--- config.mk ---
export PLATFORM = sky130hd
export DESIGN_NAME = ps2_scancode_decoder
export DESIGN_NICKNAME = d
export VERILOG_FILES = /design/src/rtl/ps2_pkg.sv /design/src/rtl/ps2_event_fifo.sv /design/src/rtl/ps2_scancode_decoder.sv
export SDC_FILE = /design/constraint.sdc
export NUM_CORES = 1
export LEC_CHECK = 0
export ABC_AREA = 1
export CORE_MARGIN = 1.5
export CORE_UTILIZATION = 53
export DETAILED_ROUTE_END_ITERATION = 8
export GPL_ROUTABILITY_DRIVEN = 1
export HOLD_SLACK_MARGIN = 0.02
export PLACE_DENSITY = 0.72
export SYNTH_ARGS = -nofsm -noshare
export SYNTH_HDL_FRONTEND = slang
export SYNTH_SLANG_ARGS = --single-unit
export TNS_END_PERCENT = 5
--- constraint.sdc ---
create_clock -name clk -period 6.4 [get_ports clk]
set_input_delay 0.64 -clock clk [delete_from_list [all_inputs] [get_ports clk]]
set_output_delay 0.64 -clock clk [all_outputs]
set_load 0.01 [all_outputs]
--- src/rtl/ps2_pkg.sv ---
// ps2_pkg
//   Shared definitions for the PS/2 Set-2 scancode decoder: prefix bytes,
//   the ignored-code list, the Pause sequence tail, the decoder state enum
//   and the key-event record.
package ps2_pkg;

  localparam logic [7:0] PS2_EXT   = 8'hE0;
  localparam logic [7:0] PS2_BRK   = 8'hF0;
  localparam logic [7:0] PS2_PAUSE = 8'hE1;

  // Keyboard status/response bytes that never start or form a key event.
  localparam int         PS2_IGNORED_NUM   = 7;
  localparam logic [55:0] PS2_IGNORED_CODES =
    {8'h00, 8'hAA, 8'hEE, 8'hFA, 8'hFC, 8'hFE, 8'hFF};

  // Bytes expected after the leading E1 of Pause, index 1 in the top byte.
  localparam logic [55:0] PS2_PAUSE_TAIL =
    {8'h14, 8'h77, 8'hE1, 8'hF0, 8'h14, 8'hF0, 8'h77};

  localparam int PS2_EV_W = 10;

  typedef enum logic [2:0] {
    ST_IDLE    = 3'd0,
    ST_EXT     = 3'd1,
    ST_BRK     = 3'd2,
    ST_EXT_BRK = 3'd3,
    ST_PAUSE   = 3'd4
  } dec_state_e;

  typedef struct packed {
    logic       extended;
    logic       released;
    logic [7:0] code;
  } ps2_event_t;

  function automatic ps2_event_t make_event(input logic ext, input logic rel,
                                            input logic [7:0] code);
    ps2_event_t ev;
    ev.extended = ext;
    ev.released = rel;
    ev.code     = code;
    return ev;
  endfunction

  function automatic logic is_ignored(input logic [7:0] b);
    logic hit;
    hit = 1'b0;
    for (int i = 0; i < PS2_IGNORED_NUM; i++) begin
      if (b == PS2_IGNORED_CODES[i*8 +: 8]) begin
        hit = 1'b1;
      end
    end
    return hit;
  endfunction

  // Expected Pause byte for index 1..7 (index 1 is the first byte after E1).
  function automatic logic [7:0] pause_expected(input logic [2:0] idx);
    int unsigned pos;
    pos = (32'd7 - 32'(idx)) * 32'd8;
    return PS2_PAUSE_TAIL[pos +: 8];
  endfunction

endpackage

--- src/rtl/ps2_event_fifo.sv ---
// ps2_event_fifo
//   Generic single-clock FIFO.  A push while full is accepted only when a
//   pop happens in the same cycle; otherwise it is ignored (the caller
//   detects that through 'full').  pop_data always shows the head entry.
// Ports:
//   clk, rst            clock, asynchronous active-high reset
//   push, push_data     write request and entry
//   full                all DEPTH entries occupied
//   pop                 remove head (ignored when empty)
//   pop_data, empty     head entry, no entries present
module ps2_event_fifo #(
  parameter int WIDTH = 10,
  parameter int DEPTH = 4
) (
  input  logic             clk,
  input  logic             rst,
  input  logic             push,
  input  logic [WIDTH-1:0] push_data,
  output logic             full,
  input  logic             pop,
  output logic [WIDTH-1:0] pop_data,
  output logic             empty
);

  localparam int AW = $clog2(DEPTH);
  localparam int CW = AW + 1;

  logic [WIDTH-1:0] mem_r [DEPTH];
  logic [AW-1:0]    wr_ptr_r;
  logic [AW-1:0]    rd_ptr_r;
  logic [CW-1:0]    count_r;
  logic             wr_en_s;
  logic             rd_en_s;

  assign empty    = (count_r == '0);
  assign full     = (count_r == CW'(DEPTH));
  assign rd_en_s  = pop && !empty;
  assign wr_en_s  = push && (!full || rd_en_s);
  assign pop_data = mem_r[rd_ptr_r];

  // Storage, pointers (wrap naturally at DEPTH) and occupancy count.
  always_ff @(posedge clk or posedge rst) begin
    if (rst) begin
      wr_ptr_r <= '0;
      rd_ptr_r <= '0;
      count_r  <= '0;
      for (int i = 0; i < DEPTH; i++) begin
        mem_r[i] <= '0;
      end
    end else begin
      if (wr_en_s) begin
        mem_r[wr_ptr_r] <= push_data;
        wr_ptr_r        <= wr_ptr_r + AW'(1);
      end
      if (rd_en_s) begin
        rd_ptr_r <= rd_ptr_r + AW'(1);
      end
      case ({wr_en_s, rd_en_s})
        2'b10:   count_r <= count_r + CW'(1);
        2'b01:   count_r <= count_r - CW'(1);
        default: count_r <= count_r;
      endcase
    end
  end

endmodule

--- src/rtl/ps2_scancode_decoder.sv ---
// ps2_scancode_decoder
//   Assembles the PS/2 Set-2 byte stream into key events (E0 extended and
//   F0 break prefixes, 8-byte Pause), abandons stale partial sequences after
//   TIMEOUT_CYCLES idle cycles and queues events in a small FIFO.
// Ports:
//   clk, rst                        clock, asynchronous active-high reset
//   data, new_data                  received byte and its one-cycle strobe
//   ev_code/ev_extended/ev_released FIFO head event
//   ev_valid, ev_ready              head valid / consumer accept
//   seq_error                       one-cycle pulse: timeout or Pause mismatch
//   overflow                        sticky: an event was dropped (FIFO full)
module ps2_scancode_decoder
  import ps2_pkg::*;
#(
  parameter int TIMEOUT_CYCLES = 1_000_000,
  parameter int FIFO_DEPTH     = 4
) (
  input  logic       clk,
  input  logic       rst,
  input  logic [7:0] data,
  input  logic       new_data,
  output logic [7:0] ev_code,
  output logic       ev_extended,
  output logic       ev_released,
  output logic       ev_valid,
  input  logic       ev_ready,
  output logic       seq_error,
  output logic       overflow
);

  localparam int CNT_W = (TIMEOUT_CYCLES > 2) ? $clog2(TIMEOUT_CYCLES) : 1;
  // The timeout fires in the cycle whose increment would reach TIMEOUT_CYCLES-1.
  localparam logic [CNT_W-1:0] CNT_LAST = CNT_W'(TIMEOUT_CYCLES - 2);

  dec_state_e       state_r, state_nxt_s;
  logic [2:0]       idx_r, idx_nxt_s;
  logic [CNT_W-1:0] cnt_r, cnt_nxt_s;
  logic             seq_error_r, err_nxt_s;
  logic             overflow_r;
  logic             push_s;
  ps2_event_t       push_ev_s;
  ps2_event_t       head_s;
  logic             fifo_full_s;
  logic             fifo_empty_s;
  logic             pop_s;

  assign ev_valid    = !fifo_empty_s;
  assign pop_s       = ev_valid && ev_ready;
  assign ev_code     = head_s.code;
  assign ev_extended = head_s.extended;
  assign ev_released = head_s.released;
  assign seq_error   = seq_error_r;
  assign overflow    = overflow_r;

  // Next-state decode: a received byte always takes priority over the timeout.
  always_comb begin
    state_nxt_s = state_r;
    idx_nxt_s   = idx_r;
    cnt_nxt_s   = cnt_r;
    err_nxt_s   = 1'b0;
    push_s      = 1'b0;
    push_ev_s   = make_event(1'b0, 1'b0, data);
    if (new_data) begin
      cnt_nxt_s = '0;
      case (state_r)
        ST_IDLE: begin
          if (data == PS2_EXT) begin
            state_nxt_s = ST_EXT;
          end else if (data == PS2_BRK) begin
            state_nxt_s = ST_BRK;
          end else if (data == PS2_PAUSE) begin
            state_nxt_s = ST_PAUSE;
            idx_nxt_s   = 3'd1;
          end else if (is_ignored(data)) begin
            state_nxt_s = ST_IDLE;
          end else begin
            push_s = 1'b1;
          end
        end
        ST_EXT: begin
          if (data == PS2_BRK) begin
            state_nxt_s = ST_EXT_BRK;
          end else if (data == PS2_EXT) begin
            state_nxt_s = ST_EXT;
          end else begin
            push_s      = 1'b1;
            push_ev_s   = make_event(1'b1, 1'b0, data);
            state_nxt_s = ST_IDLE;
          end
        end
        ST_BRK: begin
          push_s      = 1'b1;
          push_ev_s   = make_event(1'b0, 1'b1, data);
          state_nxt_s = ST_IDLE;
        end
        ST_EXT_BRK: begin
          push_s      = 1'b1;
          push_ev_s   = make_event(1'b1, 1'b1, data);
          state_nxt_s = ST_IDLE;
        end
        ST_PAUSE: begin
          if (data != pause_expected(idx_r)) begin
            // The offending byte is consumed, not re-decoded from IDLE.
            err_nxt_s   = 1'b1;
            state_nxt_s = ST_IDLE;
            idx_nxt_s   = 3'd0;
          end else if (idx_r == 3'd7) begin
            push_s      = 1'b1;
            push_ev_s   = make_event(1'b1, 1'b0, 8'h77);
            state_nxt_s = ST_IDLE;
            idx_nxt_s   = 3'd0;
          end else begin
            idx_nxt_s = idx_r + 3'd1;
          end
        end
        default: begin
          state_nxt_s = ST_IDLE;
          idx_nxt_s   = 3'd0;
        end
      endcase
    end else if (state_r == ST_IDLE) begin
      cnt_nxt_s = '0;
    end else if (cnt_r == CNT_LAST) begin
      cnt_nxt_s   = '0;
      err_nxt_s   = 1'b1;
      state_nxt_s = ST_IDLE;
      idx_nxt_s   = 3'd0;
    end else begin
      cnt_nxt_s = cnt_r + CNT_W'(1);
    end
  end

  // Decoder state, Pause index, timeout counter and registered status outputs.
  always_ff @(posedge clk or posedge rst) begin
    if (rst) begin
      state_r     <= ST_IDLE;
      idx_r       <= 3'd0;
      cnt_r       <= '0;
      seq_error_r <= 1'b0;
      overflow_r  <= 1'b0;
    end else begin
      state_r     <= state_nxt_s;
      idx_r       <= idx_nxt_s;
      cnt_r       <= cnt_nxt_s;
      seq_error_r <= err_nxt_s;
      if (push_s && fifo_full_s && !pop_s) begin
        overflow_r <= 1'b1;
      end else begin
        overflow_r <= overflow_r;
      end
    end
  end

  ps2_event_fifo #(
    .WIDTH (PS2_EV_W),
    .DEPTH (FIFO_DEPTH)
  ) u_fifo (
    .clk       (clk),
    .rst       (rst),
    .push      (push_s),
    .push_data (push_ev_s),
    .full      (fifo_full_s),
    .pop       (pop_s),
    .pop_data  (head_s),
    .empty     (fifo_empty_s)
  );

endmodule
==> results.txt <==
The final hold violation count was 0; the fraction of layout cells with a size suffix above 1 was 0.0657. The final core utilization is 0.615, and the total wire length is 9510 um. The signal on the critical path passes through inv_1 > o21ai_0 > o22ai_1 > clkdlybuf4s50_1.

The net switching share of the total power is 0.388. For the worst setup path, the data arrival time is 2620 ps. The logs give 2 for the number of buffers between clock root and the deepest sink and 0.211 for the clock network fraction of total power. IR analysis of the VDD net gives a maximum drop of 0.000164 V.

In this run the power spent charging and discharging nets is 686 uW. The cell area that synthesis handed to floorplanning was 4180 um^2. The flow ran to the end, and the final reports show no timing, DRC or antenna violations. For this design the top-level I/O count stands at 25. On the worst path, the slowest cell contributes a delay of 840 ps. The buffer cell driving the clock tree root was clkbuf_8. Routability-driven placement finished with a final weighted congestion of 0.884.

The initial DRC count is 221, and the clock period minus worst slack is 3260 ps. The pre-antenna-repair detailed-routing pass consisted of 4 iterations. For the share of total power in sequential cells, the log shows 0.400. The number of nets in the synthesized netlist is 585. In the synthesized netlist, the number of instances is 561. The share of power burned in combinational logic is 0.389, and the max-slew headroom at the worst pin is 0.376.

Entering global routing, the biggest net connects 76 pins. The library cell contributing the largest single delay on the critical path is dfrtp_1. After clock tree synthesis, the clock-pin slew on the worst setup and hold paths is 90 ps.

For this design, the sink count on the clock tree is 75. The first-pass GRT wire length is 16,500 um. Buffers added to address setup during post-CTS repair amount to 0. Setup repair after global routing left no endpoint under its margin. The run gives 0.449 as the portion of the post-synthesis area used by sequential elements. The total overflow left after global routing is 0. The initialized floorplan defines 32 standard-cell rows.

The H-tree generated during clock tree synthesis spans 3 levels. The layout net count came out at 613. At the worst endpoint, the required time is 5760 ps. The count of cell types in the netlist was 33; the final count of negative-setup-slack endpoints was 0.

The flop-to-flop setup slack was 3510 ps. The clock skew was 10.5 ps. The floorplan step defined a die boundary enclosing 8430 um^2. Cell internal power was estimated by the tool at 1.08 mW.

The ratio of total power to cell area works out to 374 nW/um^2. The floorplan step set the die width to 91.8 um. The global-route usage over all layers came out at 0.246.

The worst setup path is launched from a flop. The logs give 0 for the initial antenna violation count and 3,522 for the via count of the first global-routing pass. Based on the critical path, the design can be clocked at up to 307 MHz. Port buffering added 24 buffers. The path type of the worst setup path was reg2out. The tools report the endpoint kind of the worst setup timing path as a primary output. The growth of design area from synthesis to finish was 13.1%; the final sum of negative setup slack was 0 ps. The routed wire length per instance works out to 13.7 um. The total number of vias was 3,658. Once the clock tree was built, the resizer swapped 0 gates to a different size. For the total number of yosys warnings, the log shows 0. For the worst-skew pair, the clock arrives at the later sink with an insertion delay of 350 ps.

The number of slew-limit violations in the final report came out at 0. In this run the static leakage power is 2.36 nW. Buffers inserted to repair hold after CTS numbered 0. Period utilization: 0.510. In this run, CTS created clock tree buffers numbering 9. After detailed routing, the number of vias per cell comes to 5.26. TritonCTS built the clock tree. For the core region area, the log shows 7690 um^2. The mean post-synth cell area came out at 7.45 um^2. Number of remaining DRC errors: 0. The layout has 706 filler cells. The starting density of the core is 0.544, and the largest driver fanout on the critical path is 23. Worst hold-check path type: reg2reg.

Detailed placement ended at an HPWL of 6570 um. The number of synthesized register bits was 75. 0 antenna diodes ended up in the layout. From bottom edge to top edge, the die measures 91.8 um. The tools report the number of routed nets with antenna violations as 0.

The transition time at the pin with the least slew margin works out to 937 ps. Max-cap violations in this run came to 0.
[metrics by stage]
stage	total power [mW]	hold WS, ps	worst slack (ps)	instance area [um^2]	instances
finish	1.77	485	3140	4730	696
global route	1.90	493	2930	4730	696
CTS	1.78	483	3190	4730	696
detailed placement	1.40	461	2840	4530	680
global placement	1.38	458	2950	4530	680
floorplan	1.14	444	3610	4180	561
[cell families after synthesis]
group / Yosys count / synth area share
buffers and inverters: 63 / 0.0566
AND/OR/NAND/NOR: 338 / 0.353
XOR/XNOR: 10 / 0.0209
flip-flops: 75 / 0.449
adder cells (fa/ha/maj): 12 / 0.0377
AO/OA/AOI/OAI: 63 / 0.0829
[registers in the layout (all words and copies together) (netlist names)]
register and count:
u_fifo.count_r 3, seq_error 1, u_fifo.mem_r 40, u_fifo.rd_ptr_r 2
idx_r 3, cnt_r 20, state_r 3, overflow 1
u_fifo.wr_ptr_r 2
[power groups by stage]
stage	registers [mW]	clock network (mW)	logic [mW]
after global placement	0.709	0	0.673
final	0.708	0.374	0.689
after CTS	0.705	0.380	0.693
after global routing	0.726	0.402	0.773
after detailed placement	0.714	0	0.690
after floorplan	0.668	0	0.473
[area by class of cell]
class	instances	area [um^2]	share of cell area
Tap cell	102	128	0.0270
Inverter	55	206	0.0437
Multi-Input combinational cell	423	2070	0.437
Clock buffer	10	138	0.0291
Sequential cell	75	1880	0.397
Timing Repair Buffer	25	248	0.0524
Clock inverter	6	65.1	0.0138
[layout by cell type (no fill, tap or decap), drive strengths merged]
| cell | count |
|---|---|
| a211oi | 1 |
| nor2b | 1 |
| xor2 | 8 |
| nand4 | 9 |
| clkinv | 4 |
| a21oi | 15 |
| nand3 | 21 |
| xnor2 | 2 |
| o21a | 1 |
| fa | 1 |
| clkbuf | 10 |
| o21bai | 1 |
| o31ai | 2 |
| nor2 | 73 |
| nor3b | 2 |
| or2 | 2 |
| nand3b | 1 |
| a31oi | 2 |
| buf | 1 |
| o21ai | 31 |
| o22ai | 10 |
| ha | 11 |
| inv | 55 |
| nor3 | 11 |
| dfrtp | 75 |
| clkinvlp | 1 |
| nor4 | 1 |
| bufinv | 1 |
| nand2 | 217 |
| clkdlybuf4s50 | 24 |
[layer usage]
metal  GRT usage  part of all wire  vias up  routed length (um)
met5           0                 0        -                   0
met4      0.0705             0.012        0                 112
met3      0.0381             0.038       12                 366
met2       0.405              0.47       82                4500
met1       0.338              0.48     1735                4530
li1            -                 -     1829                   -
[worst max-delay path: cells and delay by family, from the launching register on]
family / cells / cell delay, ps
AOI/OAI and AO/OA: 2 / 410
buffers and inverters: 2 / 1020
DFF: 1 / 840
[synthesized netlist by cell type]
cell type | n | share of area
nand2_1 | 214 | 0.19
dfrtp_1 | 75 | 0.45
nor2_1 | 65 | 0.058
inv_1 | 53 | 0.048
o21ai_0 | 29 | 0.035
nand3_1 | 17 | 0.020
a21oi_1 | 14 | 0.017
ha_1 | 11 | 0.033
nor3_1 | 11 | 0.013
o22ai_1 | 10 | 0.015
nand4_1 | 9 | 0.013
clkbuf_1 | 8 | 0.0072
xor2_1 | 8 | 0.017
nor2_2 | 4 | 0.0060
nor2_8 | 4 | 0.019
nand2_2 | 3 | 0.0045
a31oi_1 | 2 | 0.0030
inv_2 | 2 | 0.0018
nand3_2 | 2 | 0.0048
nand3_4 | 2 | 0.0084
nor3b_1 | 2 | 0.0036
o21ai_1 | 2 | 0.0024
o31ai_1 | 2 | 0.0036
or2_2 | 2 | 0.0030
xnor2_1 | 2 | 0.0042
a211oi_1 | 1 | 0.0018
a21oi_2 | 1 | 0.0021
fa_1 | 1 | 0.0048
nand3b_1 | 1 | 0.0018
nor2b_1 | 1 | 0.0015
nor4_2 | 1 | 0.0030
o21a_1 | 1 | 0.0018
o21bai_1 | 1 | 0.0018
[worst paths after layout]
path                                                 from                       endpoint  cells past startpoint
min in group asynchronous                             rst             cnt_r[2]$_DFF_PP0_                      3
hold / removal               u_fifo.mem_r[26]$_DFFE_PP0P_   u_fifo.mem_r[26]$_DFFE_PP0P_                      2
max in group asynchronous                             rst   u_fifo.mem_r[29]$_DFFE_PP0P_                      3
setup / recovery           u_fifo.rd_ptr_r[0]$_DFFE_PP0P_                    ev_extended                      4
setup reg to reg                     idx_r[0]$_DFFE_PP0P_  u_fifo.count_r[1]$_DFFE_PP0P_                     15
hold reg to reg              u_fifo.mem_r[26]$_DFFE_PP0P_   u_fifo.mem_r[26]$_DFFE_PP0P_                      2
Note: power is estimated with default switching activity, not from simulation.
